--- src/rtl/mem_pkg.sv ---
// mem_pkg: shared encodings, FSM state type and helpers for the memory-access stage
package mem_pkg;
  localparam logic [1:0] DS_BYTE = 2'b00;
  localparam logic [1:0] DS_HALF = 2'b01;
  localparam logic [1:0] DS_WORD = 2'b10;
  localparam int TIMEOUT_DEFAULT = 255;
  typedef enum logic {IDLE, ACCESS} memState;
  typedef enum logic [1:0] {WB_ALU, WB_MEM, WB_PC} wbSel;
  function automatic wbSel pickWb(input logic pcToReg, input logic memToReg);
    return pcToReg ? WB_PC : memToReg ? WB_MEM : WB_ALU;
  endfunction
  // dsize 11 behaves as a word, so anything at or above DS_WORD needs offset 0
  function automatic logic isMisaligned(input logic [1:0] ds, input logic [1:0] off);
    return (ds == DS_HALF && off[0]) || (ds >= DS_WORD && off != 2'b00);
  endfunction
endpackage

--- src/rtl/mem_align.sv ---
// mem_align: big-endian store lane replication/byte enables and load lane extraction/extension
module mem_align
  import mem_pkg::*;
(
  input  logic [1:0]  dsize,
  input  logic [1:0]  offset,
  input  logic        loadSign,
  input  logic [31:0] storeData,
  input  logic [31:0] rdata,
  output logic [31:0] wdata,
  output logic [3:0]  be,
  output logic [31:0] loadData
);
  logic isByte, isHalf;
  logic [7:0] byteLane;
  logic [15:0] halfLane;
  // byte offset 0 is the most significant byte; be MSB enables offset 0
  always_comb begin
    isByte = dsize == DS_BYTE;
    isHalf = dsize == DS_HALF;
    byteLane = rdata[{~offset, 3'b000} +: 8];
    halfLane = offset[1] ? rdata[15:0] : rdata[31:16];
    wdata = isByte ? {4{storeData[7:0]}} : isHalf ? {2{storeData[15:0]}} : storeData;
    be = isByte ? 4'b1000 >> offset : isHalf ? (offset[1] ? 4'b0011 : 4'b1100) : 4'b1111;
    loadData = isByte ? {{24{loadSign & byteLane[7]}}, byteLane}
             : isHalf ? {{16{loadSign & halfLane[15]}}, halfLane} : rdata;
  end
endmodule

--- src/rtl/mem_stage.sv ---
// mem_stage: pipeline memory-access stage with req/ack data memory, stall generation and MEM/WB register
module mem_stage
  import mem_pkg::*;
#(
  parameter int TIMEOUT = TIMEOUT_DEFAULT
) (
  input  logic        clk,
  input  logic        reset,
  input  logic        in_valid,
  input  logic [31:0] next_pc,
  input  logic [31:0] op_b,
  input  logic [4:0]  dest_reg,
  input  logic [31:0] alu_result,
  input  logic        pc_to_reg,
  input  logic        reg_write,
  input  logic        mem_to_reg,
  input  logic        mem_write,
  input  logic        load_sign,
  input  logic [1:0]  dsize,
  output logic        stall,
  output logic        dmem_req,
  output logic        dmem_we,
  output logic [31:0] dmem_addr,
  output logic [31:0] dmem_wdata,
  output logic [3:0]  dmem_be,
  input  logic [31:0] dmem_rdata,
  input  logic        dmem_ack,
  output logic        wb_valid,
  output logic        wb_reg_write,
  output logic [4:0]  wb_dest,
  output logic [31:0] wb_data,
  output logic        misalign,
  output logic        bus_err
);
  localparam int CW = $clog2(TIMEOUT + 1);
  localparam logic [CW-1:0] TMAX = CW'(TIMEOUT);
  memState state, stateNext;
  wbSel sel;
  logic [CW-1:0] cnt;
  logic [1:0] offset, lDsize, lOffset, alDsize, alOffset;
  logic inAcc, memOp, start, idleRetire, waiting, ackNow, timedOut, alSign;
  logic lSign, lMemToReg, lPcToReg, lRegWrite;
  logic [4:0] lDest;
  logic [31:0] lNextPc, alWdata, loadData, wbDataNext;
  logic [3:0] alBe;
  always_comb begin
    offset = alu_result[1:0];
    inAcc = state == ACCESS;
    memOp = in_valid & (mem_to_reg | mem_write);
    start = !inAcc & memOp & !isMisaligned(dsize, offset);
    idleRetire = !inAcc & in_valid & !start;
    waiting = inAcc & !dmem_ack & (cnt < TMAX);
    ackNow = inAcc & dmem_ack;
    timedOut = inAcc & !dmem_ack & (cnt == TMAX);
    stall = start | waiting;
    stateNext = start ? ACCESS : (ackNow | timedOut) ? IDLE : state;
    alDsize = inAcc ? lDsize : dsize;
    alOffset = inAcc ? lOffset : offset;
    alSign = inAcc ? lSign : load_sign;
  end
  mem_align u_align (
    .dsize(alDsize),
    .offset(alOffset),
    .loadSign(alSign),
    .storeData(op_b),
    .rdata(dmem_rdata),
    .wdata(alWdata),
    .be(alBe),
    .loadData(loadData)
  );
  // an outstanding op takes its writeback inputs from the copies latched at request time
  always_comb begin
    sel = inAcc ? pickWb(lPcToReg, lMemToReg) : pickWb(pc_to_reg, mem_to_reg);
    wbDataNext = sel == WB_PC ? (inAcc ? lNextPc : next_pc)
               : sel == WB_MEM ? loadData
               : inAcc ? {dmem_addr[31:2], lOffset} : alu_result;
  end
  always_ff @(posedge clk) begin
    if (!reset) begin
      state <= IDLE;
      cnt <= '0;
      dmem_req <= 1'b0;
      dmem_we <= 1'b0;
      dmem_addr <= '0;
      dmem_wdata <= '0;
      dmem_be <= '0;
      wb_valid <= 1'b0;
      wb_reg_write <= 1'b0;
      wb_dest <= '0;
      wb_data <= '0;
      misalign <= 1'b0;
      bus_err <= 1'b0;
    end else begin
      state <= stateNext;
      cnt <= waiting ? cnt + 1'b1 : '0;
      dmem_req <= stateNext == ACCESS;
      if (start) begin
        dmem_we <= mem_write;
        dmem_addr <= {alu_result[31:2], 2'b00};
        dmem_wdata <= alWdata;
        dmem_be <= alBe;
      end
      wb_valid <= idleRetire | ackNow | timedOut;
      wb_reg_write <= idleRetire ? reg_write & !memOp : ackNow & lRegWrite & !dmem_we;
      wb_dest <= inAcc ? lDest : dest_reg;
      wb_data <= wbDataNext;
      misalign <= idleRetire & memOp;
      bus_err <= timedOut;
    end
  end
  always_ff @(posedge clk) begin
    if (start) begin
      lDsize <= dsize;
      lOffset <= offset;
      lSign <= load_sign;
      lMemToReg <= mem_to_reg;
      lPcToReg <= pc_to_reg;
      lRegWrite <= reg_write;
      lDest <= dest_reg;
      lNextPc <= next_pc;
    end
  end
endmodule

--- config.mk ---
export PLATFORM = sky130hd
export DESIGN_NAME = mem_stage
export DESIGN_NICKNAME = d
export VERILOG_FILES = /design/src/rtl/mem_pkg.sv /design/src/rtl/mem_align.sv /design/src/rtl/mem_stage.sv
export SDC_FILE = /design/constraint.sdc
export NUM_CORES = 1
export LEC_CHECK = 0
export BUFFER_PORTS_ARGS = -buffer_cell sky130_fd_sc_hd__buf_2
export CORE_MARGIN = 10
export CORE_UTILIZATION = 45
export DETAILED_ROUTE_END_ITERATION = 16
export PLACE_DENSITY = 0.76
export SKIP_CTS_REPAIR_TIMING = 1
export SLEW_MARGIN = 20
export SYNTH_ARGS = -nofsm -noshare
export SYNTH_HDL_FRONTEND = slang
export SYNTH_SLANG_ARGS = --single-unit
--- constraint.sdc ---
create_clock -name clk -period 2.8 [get_ports clk]
set_input_delay 0 -clock clk [delete_from_list [all_inputs] [get_ports clk]]
set_output_delay 0 -clock clk [all_outputs]
set_load 0.01 [all_outputs]
# [Yosys cells after proc, flatten, opt, wreduce, memory -nomap -nowiden]
# Cells that the tools add are included.
[totals] ff_bits=162 word_cells=88
[op_classes] add_sub_neg=1 order_cmp=2 n_eq_ne=5 shifts=2 mux=24 bitwise=21 reduce_logical=13
[op_table] operator="$mux W32" count=8
[op_table] operator="$shiftx A32 B6 Y8" count=1
[op_table] operator="$mux W16" count=1
[op_table] operator="$and A1 B1 Y1" count=15
[op_table] operator="$mux W4" count=3
[op_table] operator="$mux W2" count=5
[op_table] operator="$add A8 B1 Y8 const B" count=1
[op_table] operator="$eq A8 B8 Y1 const B" count=1
[op_table] operator="$lt A8 B8 Y1 const B" count=1
[op_table] operator="$eq A2 B1 Y1 const B" count=3
[op_table] operator="$logic_not A1 Y1" count=6
[op_table] operator="$mux W1" count=6
[op_table] operator="$mux W5" count=1
[op_table] operator="$or A1 B1 Y1" count=5
[op_table] operator="$reduce_bool A2 Y1" count=2
[op_table] operator="$shr A4 B2 Y4 const A" count=1
[op_table] operator="$eq A2 B2 Y1 const B" count=1
[op_table] operator="$ge A2 B2 Y1 const B" count=1
[op_table] operator="$logic_and A1 B1 Y1" count=2
[op_table] operator="$logic_not A2 Y1" count=1
[op_table] operator="$not A2 Y2" count=1
[op_table] operator="$reduce_and A2 Y1" count=1
[op_table] operator="$logic_or A1 B1 Y1" count=1

# [Depth between registers and ports, before layout]
# Gate-level depths: netlist of the first run.
[logic_depth] ltp_word=9 ltp_mapped=9 ltp_nobuf=6

# [Cells and area by module]
# Synthesis of the first run repeated with hierarchy kept, for this count alone.
[hier_totals] hier_cells=810 area_unflattened_um2=8026.4
[modules_own_cells] module="mem_stage" n_inst=1 cells_each=623 area_each_um2=6845.3 seq_area_each_um2=3693.5
[modules_own_cells] module="mem_align" n_inst=1 cells_each=187 area_each_um2=1181.1 seq_area_each_um2=0.0

# [Least setup slack after synthesis of the first run]
# Ideal clock, no wire load.
[synth_path] kind="reg-to-reg" start="register state, in the netlist inAcc" end="register lDest[0], enable pin" setup_time_ps=427 arrival_ps=2533 required_time_ps=2373 setup_slack_ps=-160 stages_incl_launch_ff=8 n_path_buf=4 period_less_slack_ps=2960 cell_sequence="dfxtp_1 > buf_6 > buf_12 > nor2b_1 > nand2b_1 > buf_2 > inv_2 > clkbuf_1"
[synth_via] elab_chain_len=3
[synth_lines] item="start: declaration" line_no="mem_stage.sv:37" rtl="memState state, stateNext;"
[synth_lines] item="start signal: assignment" line_no="mem_stage.sv:94" rtl="state <= stateNext;"
[synth_lines] item="$logic_not A1 Y1" line_no="mem_stage.sv:50" rtl="start = !inAcc & memOp & !isMisaligned(dsize, offset);"
[synth_lines] item="$and A1 B1 Y1 (2 in series)" line_no="mem_stage.sv:50"
[synth_lines] item="via start" line_no="mem_stage.sv:41" rtl="logic inAcc, memOp, start, idleRetire, waiting, ackNow, timedOut, alSign;"
[synth_lines] item="end signal: assignment" line_no="mem_stage.sv:119" rtl="lDest <= dest_reg;"
[synth_lines] item="end: declaration" line_no="mem_stage.sv:43" rtl="logic [4:0] lDest;"
# The timed path passes the listed nets, and every way through them passes these cells.
# A chain may end at the register's enable or synchronous reset.

# [Worst setup path after layout of the first run]
[layout_path] start="register state, in the netlist inAcc" end="register dmem_wdata[29]"
[layout_via] elab_chain_len=4 word_cells_on_any_way=8
[layout_lines] item="$mux W2" line_no="mem_stage.sv:57" rtl="alDsize = inAcc ? lDsize : dsize;"
[layout_lines] item="$eq A2 B1 Y1" line_no="mem_align.sv:20" rtl="isHalf = dsize == DS_HALF;"
[layout_lines] item="$mux W32 (2 in series)" line_no="mem_align.sv:23" rtl="wdata = isByte ? {4{storeData[7:0]}} : isHalf ? {2{storeData[15:0]}} : storeData;"
[layout_lines] item="end signal: assignment" line_no="mem_stage.sv:100" rtl="dmem_wdata <= alWdata;"
[layout_lines] item="end: declaration" line_no="mem_stage.sv:24" rtl="output logic [31:0] dmem_wdata,"
# Several ways; a longest one is shown, not always the timed one.

==> results.txt, run 1 <==
The flow ran to the end, but the final reports show violations. The final reports fail on negative hold slack. The fmax is 0.411 GHz. The worst setup slack before clock tree synthesis is 0.590 ns. The horizontal die dimension is 148 um. The total number of vias is 7287. The mean instance size in the synthesized netlist is 10.7 um^2. Clock-pin slew was measured on the worst setup and hold paths at 0.06 ns. For the worst flop-to-flop path, the logic depth is 7. The HPWL after detailed placement is 18.8 mm. The H-tree was split into 4 levels. The met1 usage came out at 0.268.

The sequential share of the synthesized area is 0.502. The number of standard cells in the layout, taps in and fillers out came out at 1285. The global-route wire length before repair is 38.1 mm.

Data on the critical path is required at its endpoint by 3.17 ns. The detail route stage leaves a number of antenna-violating nets equal to 0. The final-report max-slew violation count came out at 0. Setup repair after global routing left no endpoint under its margin. The main flop type after synthesis is sky130_fd_sc_hd__dfxtp_1. sky130_fd_sc_hd__nand2_1 is the most common cell in the netlist. The synthesis warning total is 0. The worst setup skew after layout is 0.00999 ns. The iteration-0 DRC count of the detailed router is 593. The routed design has 27.7 mm of wire. TritonCTS built the clock tree. The die area came out at 21800 um^2.

The most heavily used metal layer in global routing is met2. For this run, design rule violations remaining after detail routing come to 0. The maximum number of pins on one net before global-route repair came out at 64. The detail-routed net length per standard cell is 21.6 um. The area added between synthesis and finish came out at 43.2%. The cell area after synthesis came out at 7350 um^2.

The residual overflow from global routing came out at 0. At the pin with the least slew margin, the transition time is 0.756 ns. The number of nets in the layout is 1198. The met2 capacity usage during global routing came out at 0.351.

The minimum hold slack came out at -0.0254 ns. The die height came out at 148 um. The placeable core region came out at 15900 um^2. The share of synthesized area in the top cell type comes to 0.319. The startpoint class of the critical path is a register. The share of async-settable or async-resettable flops after synthesis came out at 0. The flip-flop and latch count after synthesis is 162. In the post-synthesis netlist, the biggest area contributors are sky130_fd_sc_hd__dfxtp_1, sky130_fd_sc_hd__edfxtp_1, sky130_fd_sc_hd__nand2_1, sky130_fd_sc_hd__mux2i_1, sky130_fd_sc_hd__a21boi_0. The number of cells produced by synthesis is 689. The data arrival time of the critical path is 2.80 ns. The via density per instance is 5.67.

The final setup violation count is 0. Setup slack closes at 0.365 ns. Sorting the synthesized cells by how often they occur yields sky130_fd_sc_hd__nand2_1, sky130_fd_sc_hd__dfxtp_1, sky130_fd_sc_hd__edfxtp_1, sky130_fd_sc_hd__mux2i_1, sky130_fd_sc_hd__a21boi_0. The worst relative slew slack is 0.496.

The setup path with the least slack is of type reg -> reg. The clock period minus worst slack is 2.43 ns. At the end of routability-driven placement, the weighted congestion stood at 0.881. The maximum buffer depth of the clock tree is 2. The insertion delay to the later sink of the worst-skew pair came out at 0.42 ns. The number of top-level pins came out at 256. The highest ir drop seen on vdd is 0.433 mV. The part of the cycle the worst path needs is 0.870. Row generation in the floorplan step produced 46 rows. The classification of the worst-slack hold path is in -> reg. The number of global-route vias before repair came out at 6648. The combined global-route utilization of all metal layers came out at 0.221. In this run the worst path has a maximum fanout of 25. In the global route stage, met3 resource usage came out at 0.0812. The worst hold path depth is 3. sky130_fd_sc_hd__dfxtp_1 takes more of the synthesized area than any other cell. The number of buffers inserted by port buffering is 253.

The number of antenna violations at the first check in global routing came to 3. STA classifies the critical path endpoint as a register. The number of distinct standard cells referenced by the synthesized netlist came out at 76. The pre-antenna-repair detailed-routing pass consisted of 5 iterations. The TritonCTS sink count came out at 162.

The root buffer cell is sky130_fd_sc_hd__clkbuf_16. The leakage power figure came out at 0.00466 uW. The power per unit of standard cell area is 577 nW/um^2. The number of placed instances, taps included, is 1122. The total negative slack for setup checks came out at 0 ns. The share of post-route cells with drive strength above 1 came out at 0.316.

The hold violation count in the final report is 6. The number of max-capacitance violations reported came out at 0. For this configuration, the core starts out at a cell density of 0.461. The number of clock buffers added by TritonCTS is 17. The number of synthesized flops with an enable pin came out at 45.
[where the power goes]
part           switching (uW)  total, uW  internal, uW
logic                     584       1070           482
registers                77.6       2640          2560
clock network             978       2370          1390
[worst paths after layout]
kind / from / endpoint / slack [ns]
worst max-delay path: inAcc$_SDFFE_PN0P_ / dmem_wdata[29]$_SDFFE_PN0P_ / 0.37
worst min-delay path: dmem_rdata[3] / wb_data[3]$_SDFF_PN0_ / -0.03
worst max register to register: inAcc$_SDFFE_PN0P_ / dmem_wdata[29]$_SDFFE_PN0P_ / 0.37
worst min register to register: dmem_be[3]$_SDFFE_PN0P_ / dmem_be[3]$_SDFFE_PN0P_ / 0.46
[cell type report]
cell class	instances	area (um^2)
diodes	3	7.51
well taps	216	270
flip-flops and latches	162	3700
fillers	1250	5420
clock buffers	21	472
inverters	5	21.3
clock inverters	11	123
repair buffers	398	2690
multi-input cells	469	3240
[kinds of logic (layout without fill, tap and decap cells)]
logic type               count (synthesis)  count (layout)  synth area share
XOR/XNOR                                 6               6           0.00715
AND/OR/NAND/NOR                        226             226             0.139
flip-flops                             162             162             0.502
buffers and inverters                   59             435            0.0572
adder cells (fa/ha/maj)                  1               1           0.00170
other                                    1               5          0.000510
AO/OA/AOI/OAI                          182             182             0.216
multiplexers                            52              52            0.0754
[metrics by stage]
step | util | power, uW | instance area (um^2)
2_1_floorplan | - | 3190 | 7360
3_3_place_gp | 0.542 | 3570 | 8640
3_5_place_dp | 0.542 | 3580 | 8640
4_1_cts | 0.579 | 5940 | 9240
5_1_grt | 0.660 | 6300 | 10500
6_report | 0.660 | 6070 | 10500
[critical path: stages, from the launching register on]
cell and delay (ns):
sky130_fd_sc_hd__dfxtp_4 0.54, sky130_fd_sc_hd__nor3b_2 0.30, sky130_fd_sc_hd__or2_1 0.32, sky130_fd_sc_hd__buf_4 0.28, sky130_fd_sc_hd__a222oi_1 0.09, sky130_fd_sc_hd__dlygate4sd3_1 0.61, sky130_fd_sc_hd__nand2_1 0.08, sky130_fd_sc_hd__o211a_1 0.15
[flip-flops by register name, summed over array words and instances, names as in the netlist, 2 cells and up]
| name | count |
|---|---|
| dmem_wdata | 32 |
| lNextPc | 32 |
| wb_data | 32 |
| dmem_addr | 30 |
| cnt | 8 |
| lDest | 5 |
| wb_dest | 5 |
| dmem_be | 4 |
| lDsize | 2 |
| lOffset | 2 |
[cell usage in the layout, fill, tap and decap left out, types with 22 or more instances in the layout]
master                          Yosys  layout
sky130_fd_sc_hd__buf_2             14     252
sky130_fd_sc_hd__nand2_1          140     140
sky130_fd_sc_hd__dlygate4sd3_1      0     128
sky130_fd_sc_hd__dfxtp_1          117     116
sky130_fd_sc_hd__mux2i_1           45      45
sky130_fd_sc_hd__edfxtp_1          45      45
sky130_fd_sc_hd__a21boi_0          34      34
sky130_fd_sc_hd__nor2_1            26      26
sky130_fd_sc_hd__o221ai_1          26      26
sky130_fd_sc_hd__o211a_1           24      24
sky130_fd_sc_hd__a221oi_1          22      22
[metal layers]
metal | share of wire | up-vias
met4 | 0.035 | 0
met1 | 0.39 | 3418
met2 | 0.47 | 499
met3 | 0.11 | 78
met5 | 0 | -
li1 | - | 3292
No activity file was read; power rests on OpenSTA's default activity.
==> run 2, diff against run 1 <==
- CORE_UTILIZATION: 45 -> 50
- PLACE_DENSITY: 0.76 -> 0.8
- clock period: 2.8 -> 2.5 ns (I/O delays scaled with it)
==> run 2 against run 1 <==
The run still ends with negative hold slack left. Combinational power up 14%. Critical path depth down 2. Global-route usage up 1.6 points. Non-clock buffer count up 8.
==> results.txt, run 2 (same netlist as run 1, synthesis figures left out) <==
The category of the worst setup path capture point is a register. The iteration-0 DRC count of the detailed router is 671 (+13%). The worst register-to-register path ends at wb_data[9]$_SDFF_PN0_. The CTS clock-pin slew for the worst setup and hold paths came to 0.07 ns (about the same). The share of post-route cells with drive strength above 1 came to 0.318 (+0.00137). The cell area after layout is 10600 um^2 (+0.78%). The highest ir drop seen on vdd came out at 0.536 mV (+24%). The highest fanout seen on the critical path is 29 (+16%). The startpoint class of the critical path is a register. The worst relative slew slack came out at 0.511 (+0.0150). The final reports fail on negative hold slack. The worst path required time is 2.77 ns (-0.40 ns).

The cell area reported after detailed placement came out at 8660 um^2 (+0.20%). The data arrival time of the critical path came out at 2.60 ns (-0.20 ns). The power per unit of standard cell area is 642 nW/um^2 (+11%). The number of cell rows came out at 44 (-4.3%).

The final core utilization is 0.733 (+0.0724). The placeable core region came out at 14500 um^2 (-9.2%). The maximum number of pins on one net before global-route repair came out at 74 (+16%). The number of antenna violations at the first check in global routing was 1 (-2). The maximum level of the CTS H-tree was 4 (unchanged). The worst setup skew after layout came out at 0.0109 ns (+0.000899 ns). The worst hold path depth is 3 (unchanged). The number of detailed-route iterations in the first pass is 8 (+3). The post-route antenna net violation count came out at 0 (unchanged). The detail-routed net length per standard cell came out at 22.2 um (+3.0%).

The number of buffers inserted during clock tree synthesis is 17 (unchanged). The area added between synthesis and finish is 44.3%. In this run the worst hold path is classified as in -> reg.

The maximum buffer depth of the clock tree is 2 (unchanged). The critical path is of the reg -> reg type. The library cell used most frequently in the layout, excluding fill and tap cells, is sky130_fd_sc_hd__buf_2. The number of max-capacitance violations reported came out at 0 (unchanged).

The total number of vias is 7391 (+1.4%). The insertion delay to the later sink of the worst-skew pair is 0.43 ns (about the same). The launching point of the worst reg2reg path is inAcc$_SDFFE_PN0P_.

The clock period minus worst slack came out at 2.32 ns (-0.112 ns). The combined global-route utilization of all metal layers was 0.237 (+0.0155). The number of top-level pins is 256 (unchanged).

Setup repair after global routing left no endpoint under its margin. In the layout the commonest cells are sky130_fd_sc_hd__buf_2, sky130_fd_sc_hd__nand2_1, sky130_fd_sc_hd__dlygate4sd3_1. The critical path starts at inAcc$_SDFFE_PN0P_. The total routed wirelength is 28.0 mm (+1.0%). The flow ran to the end, but the final reports show violations. The total power is 6810 uW (+12%). The via density per instance came out at 5.87 (+3.4%). The part of the cycle the worst path needs was 0.929 (+0.0596).

The minimum hold slack came out at -0.0143 ns (+0.0111 ns). The remaining design rule violation count came out at 0 (unchanged). The hold violation count in the final report is 5 (-1). The most critical setup path has its endpoint at wb_data[9]$_SDFF_PN0_.

The number of nets in the layout is 1206 (+0.67%). The global-route wire length before repair came out at 37.3 mm (-2.0%). The number of buffers inserted by port buffering is 253 (unchanged). The horizontal die dimension came out at 141 um (-4.4%). The largest registers in the layout are dmem_wdata x32, lNextPc x32, wb_data x32.

The HPWL after detailed placement is 18.6 mm (-0.81%). The final-report max-slew violation count came out at 0 (unchanged). The flop-to-flop setup slack came to 0.18 ns (-0.19 ns). The depth of the most critical reg-to-reg path came out at 5 (-2). The final setup violation count is 0 (unchanged). The residual overflow from global routing is 0 (unchanged). The clock tree from TritonCTS is done.

The TritonCTS sink count is 162 (unchanged). The fill cell total of the finished layout is 966 (-23%). The initial cell density of the core is 0.508 (+0.0466). The root buffer cell chosen for the clock tree is sky130_fd_sc_hd__clkbuf_16. The total negative slack for setup checks came to 0 ns (unchanged). The actual transition at the worst max-transition pin is 0.734 ns (-0.0224 ns). The die height came out at 141 um (-4.4%). The fmax is 0.431 GHz (+4.8%). The number of global-route vias before repair came out at 6674 (+0.39%). The last weighted congestion value of the routability-driven placer came out at 0.860 (-2.4%). The die area is 20000 um^2 (-8.7%). The leakage power figure came to 0.00474 uW (+1.7%).
## run 2: cell count changes in the layout (fill, tap and decap cells not counted)
| cell | change |
|---|---|
| sky130_fd_sc_hd__clkinv_2 | +1 |
| sky130_fd_sc_hd__buf_4 | -3 |
| sky130_fd_sc_hd__clkbuf_16 | +1 |
| sky130_fd_sc_hd__diode_2 | -1 |
| sky130_fd_sc_hd__clkbuf_8 | -1 |
| sky130_fd_sc_hd__inv_4 | +2 |
| sky130_fd_sc_hd__clkinvlp_4 | -1 |
| sky130_fd_sc_hd__inv_6 | +2 |
| sky130_fd_sc_hd__bufinv_16 | -1 |
| sky130_fd_sc_hd__clkinv_1 | -1 |
| sky130_fd_sc_hd__clkbuf_1 | -2 |
| sky130_fd_sc_hd__buf_12 | +4 |
| sky130_fd_sc_hd__dlygate4sd3_1 | +7 |
## run 2: final cells by class
cell class | count | area (um^2) | share of cell area
clock buffer | 19 | 475 | 0.0448
sequential | 162 | 3700 | 0.349
clock inverter | 13 | 116 | 0.0110
timing repair buffer | 406 | 2820 | 0.266
tap | 184 | 230 | 0.0217
multi-input combinational | 469 | 3240 | 0.306
antenna | 2 | 5.00 | 0.000472
inverter | 5 | 21.3 | 0.00201
## run 2: worst min path at each step
stage / endpoint / start / slack, ns
3_5_place_dp: lNextPc[7]$_DFFE_PP_ / next_pc[7] / 0.19
6_report: wb_data[4]$_SDFF_PN0_ / dmem_rdata[4] / -0.01
2_1_floorplan: lDest[0]$_DFFE_PP_ / dest_reg[0] / 0.1
4_1_cts: lNextPc[7]$_DFFE_PP_ / next_pc[7] / -0.26
3_3_place_gp: lNextPc[7]$_DFFE_PP_ / next_pc[7] / 0.19
5_1_grt: wb_data[1]$_SDFF_PN0_ / dmem_rdata[1] / 0.0009
## run 2: where the power goes
part / total, uW / internal (uW) / switching [uW] / leakage, uW
Combinational: 1220 / 557 / 665 / 0.00306
Sequential: 2950 / 2870 / 85.5 / 0.00138
Clock: 2630 / 1500 / 1130 / 0.000296
## run 2: routing by layer
metal,track usage,share of wire,vias up
met4,0.0793,0.035,0
met1,0.266,0.36,3474
met3,0.100,0.13,65
met5,0,0,-
li1,-,-,3320
met2,0.395,0.48,532
## run 2: worst max-delay path, stage by stage (launching register included)
cell                       delay [ns]
sky130_fd_sc_hd__dfxtp_4         0.58
sky130_fd_sc_hd__mux2i_4         0.43
sky130_fd_sc_hd__nand3b_1        0.20
sky130_fd_sc_hd__a41oi_2         0.18
sky130_fd_sc_hd__nor2_1          0.58
sky130_fd_sc_hd__a221oi_1        0.19
## run 2: through the flow
stage | hold slack, ns | cells | setup WS [ns]
global route | 0.000873 | 1259 | 0.0909
floorplan | 0.0989 | 690 | 0.301
CTS | -0.260 | 1123 | 0.319
global placement | 0.194 | 1091 | 0.381
detailed placement | 0.194 | 1091 | 0.327
finish | -0.0143 | 1260 | 0.177
==> run 3, diff against run 2 <==
--- a/config.mk
+++ b/config.mk
@@ -6,9 +6,9 @@
 export NUM_CORES = 1
 export LEC_CHECK = 0
-export BUFFER_PORTS_ARGS = -buffer_cell sky130_fd_sc_hd__buf_2
 export CORE_MARGIN = 10
-export CORE_UTILIZATION = 50
+export CORE_UTILIZATION = 63
 export DETAILED_ROUTE_END_ITERATION = 16
-export PLACE_DENSITY = 0.8
+export DONT_BUFFER_PORTS = 1
+export PLACE_DENSITY = 0.79
 export SKIP_CTS_REPAIR_TIMING = 1
 export SLEW_MARGIN = 20
==> constraint.sdc (replaced) <==
create_clock -name clk -period 2.5 [get_ports clk]
set_input_delay 0 -clock clk [delete_from_list [all_inputs] [get_ports clk]]
set_output_delay 0 -clock clk [all_outputs]
set_load 0.1 [all_outputs]
==> run 3 against run 2 <==
Cell area fell by 7.0%. The flow still finishes with violations (negative hold slack). Setup slack lost 0.072 ns. Utilization is 13 points higher. Sequential power increased by 15%. Highest routed layer unchanged. Combinational power rose by 30%. Sequential share of layout area increased by 2.6 points. First-iteration DRC count grew 55%. Non-clock buffer count shrank 178. Clock power shrank 4%. Worst hold slack better by 0.0050 ns. Via count shrank 2.7%. Critical path type is now reg -> out.
==> results.txt, run 3 (same netlist as run 1, synthesis figures left out) <==
The flow ran to the end, but the final reports show violations. The final reports fail on negative hold slack. The initial cell density of the core came out at 0.644 (+0.136). The share of post-route cells with drive strength above 1 came to 0.172 (-0.146). The final-report max-slew violation count is 0 (unchanged).

The number of placed instances with taps included came out at 863 (-21%). The highest fanout seen on the critical path came out at 45 (+55%). The total negative slack for setup checks came to 0 ns (unchanged).

The met2 capacity usage during global routing came out at 0.463 (+0.0680). The number of cell rows came to 39 (-11%). The portion of total power attributed to combinational logic is 0.211 (+0.032).

The highest ir drop seen on vdd is 0.600 mV (+12%). The hold violation count in the final report is 1 (-4). The insertion delay to the later sink of the worst-skew pair came to 0.43 ns (about the same).

The number of buffers inserted by port buffering came out at 0 (-100%). The residual overflow from global routing is 0 (unchanged). The number of buffers inserted during clock tree synthesis came to 17 (unchanged). The fill cell total of the finished layout came out at 529 (-45%). The data arrival time of the critical path was 2.39 ns (-0.21 ns). The actual transition at the worst max-transition pin came to 1.10 ns (+0.367 ns). The remaining design rule violation count came out at 0 (unchanged). The worst path required time came out at 2.50 ns (-0.27 ns). The most heavily used metal layer in global routing is met2. The top cell types in the final layout, fill and taps aside, are sky130_fd_sc_hd__dlygate4sd3_1, sky130_fd_sc_hd__nand2_1, sky130_fd_sc_hd__dfxtp_1. The met1 usage is 0.277 (+0.0104). The die area is 16400 um^2 (-18%). The least setup slack across all paths after layout came out at 0.105 ns (-0.0721 ns). The proportion of power drawn by the clock network came out at 0.336 (-0.051). The number of nets in the layout is 1028 (-15%). The clock period minus worst slack came out at 2.39 ns (+0.0721 ns). The worst setup path is launched from a register. The combined global-route utilization of all metal layers came to 0.275 (+0.0385).

The number of global-route vias before repair is 6002 (-10%). The proportion of total power due to net switching was 0.357 (+0.0808). The number of top-level pins is 256 (unchanged). The total number of vias came out at 7192 (-2.7%). The most frequent standard cell in the layout excluding fill and tap cells is sky130_fd_sc_hd__dlygate4sd3_1. TritonCTS built the clock tree. The worst setup slack before clock tree synthesis is 0.290 ns (-0.0367 ns).

The number of max-capacitance violations reported was 0 (unchanged). The part of the power in registers came out at 0.454 (+0.020). The die height came out at 128 um (-9.4%). The number of antenna violations at the first check in global routing is 3 (+2). The maximum buffer depth of the clock tree is 2 (unchanged). The switching power summed over all nets came out at 2680 uW (+42%). The startpoint-to-endpoint class of the critical path is reg -> out. The met3 global-route usage was 0.125 (+0.0248). The number of standard cells in the layout, taps in and fillers out is 1043 (-17%).

The minimum hold slack is -0.00933 ns (+0.00496 ns). The part of the cycle the worst path needs is 0.958 (+0.0288). The post-route antenna net violation count came out at 0 (unchanged). The HPWL after detailed placement is 17.4 mm (-6.2%).

The area added between synthesis and finish is 34.2%. The power per unit of standard cell area is 761 nW/um^2 (+18%). The worst setup skew after layout came to 0.0100 ns (-0.000863 ns). The global-route wire length before repair came to 34.8 mm (-6.9%). The tree is rooted in a sky130_fd_sc_hd__clkbuf_16. The fmax came out at 0.418 GHz (-3.0%). The area of the multi-input gates came out at 3240 um^2 (unchanged). The leakage power figure was 0.00399 uW (-16%). The detail-routed net length per standard cell is 28.6 um (+28%).

The final setup violation count came out at 0 (unchanged). In the final layout, the registers with the most flip-flops are dmem_wdata x32, lNextPc x32, wb_data x32. The maximum level of the CTS H-tree came to 4 (unchanged).

The sequential standard cell area is 3700 um^2 (unchanged). Tracing the worst setup path back leads to its startpoint at inAcc$_SDFFE_PN0P_. The launching point of the worst reg2reg path is inAcc$_SDFFE_PN0P_. The via density per instance came to 6.90 (+18%).

The total routed wirelength is 29.8 mm (+6.3%). The horizontal die dimension came out at 128 um (-9.4%). The internal power consumption was 4820 uW (-2.1%). The final core utilization is 0.864 (+0.131).

The classification of the worst-slack hold path is in -> reg. The worst relative slew slack is 0.265 (-0.245). The maximum number of pins on one net before global-route repair is 111 (+50%). The CTS clock-pin slew for the worst setup and hold paths is 0.06 ns (about the same). The worst hold path begins at dmem_rdata[23]. The iteration-0 DRC count of the detailed router is 1037 (+55%). The number of detailed-route iterations in the first pass was 7 (-1). The category of the worst setup path capture point is an output pin. The TritonCTS sink count came out at 162 (unchanged). The last weighted congestion value of the routability-driven placer came to 0.872 (+1.4%). The placeable core region was 11400 um^2 (-21%).
run 3: area by class of cell:
cell class / instances / area share
flip-flops and latches: 162 / 0.375
multi-input cells: 469 / 0.329
repair buffers: 228 / 0.217
clock buffers: 24 / 0.0530
well taps: 143 / 0.0181
clock inverters: 8 / 0.00469
inverters: 5 / 0.00216
diodes: 4 / 0.00101
run 3: power groups by stage:
stage               clock (uW)  combinational (uW)  sequential (uW)
global route              2600                1640             3410
CTS                       2490                1240             3390
finish                    2520                1580             3400
global placement             0                1210             3440
detailed placement           0                1230             3450
floorplan                    0                 552             3900
run 3: through the flow:
stage	total power [uW]	area, um^2
floorplan	4450	7360
global placement	4650	7820
detailed placement	4680	7820
CTS	7120	8390
global route	7650	9860
finish	7500	9860
run 3: layer usage:
| layer | routed length [um] | share of wire | vias up |
|---|---|---|---|
| li1 | - | - | 2962 |
| met1 | 9290 | 0.31 | 3343 |
| met2 | 14500 | 0.49 | 711 |
| met3 | 3950 | 0.13 | 176 |
| met4 | 2070 | 0.070 | 0 |
| met5 | 0 | 0 | - |
run 3: worst paths after layout:
check | end | slack (ns) | cells past startpoint
setup / recovery | stall | 0.11 | 6
hold / removal | wb_data[7]$_SDFF_PN0_ | -0.009 | 3
setup reg to reg | wb_valid$_SDFF_PN0_ | 0.15 | 5
hold reg to reg | dmem_addr[31]$_SDFFE_PN0P_ | 0.48 | 2
run 3: worst max-delay path, stage by stage (launching register included):
cell and delay, ns:
sky130_fd_sc_hd__dfxtp_4 0.54, sky130_fd_sc_hd__buf_4 0.38, sky130_fd_sc_hd__nor2b_1 0.15, sky130_fd_sc_hd__nand2b_2 0.14
sky130_fd_sc_hd__buf_6 0.38, sky130_fd_sc_hd__nand2_1 0.12, sky130_fd_sc_hd__buf_4 0.26
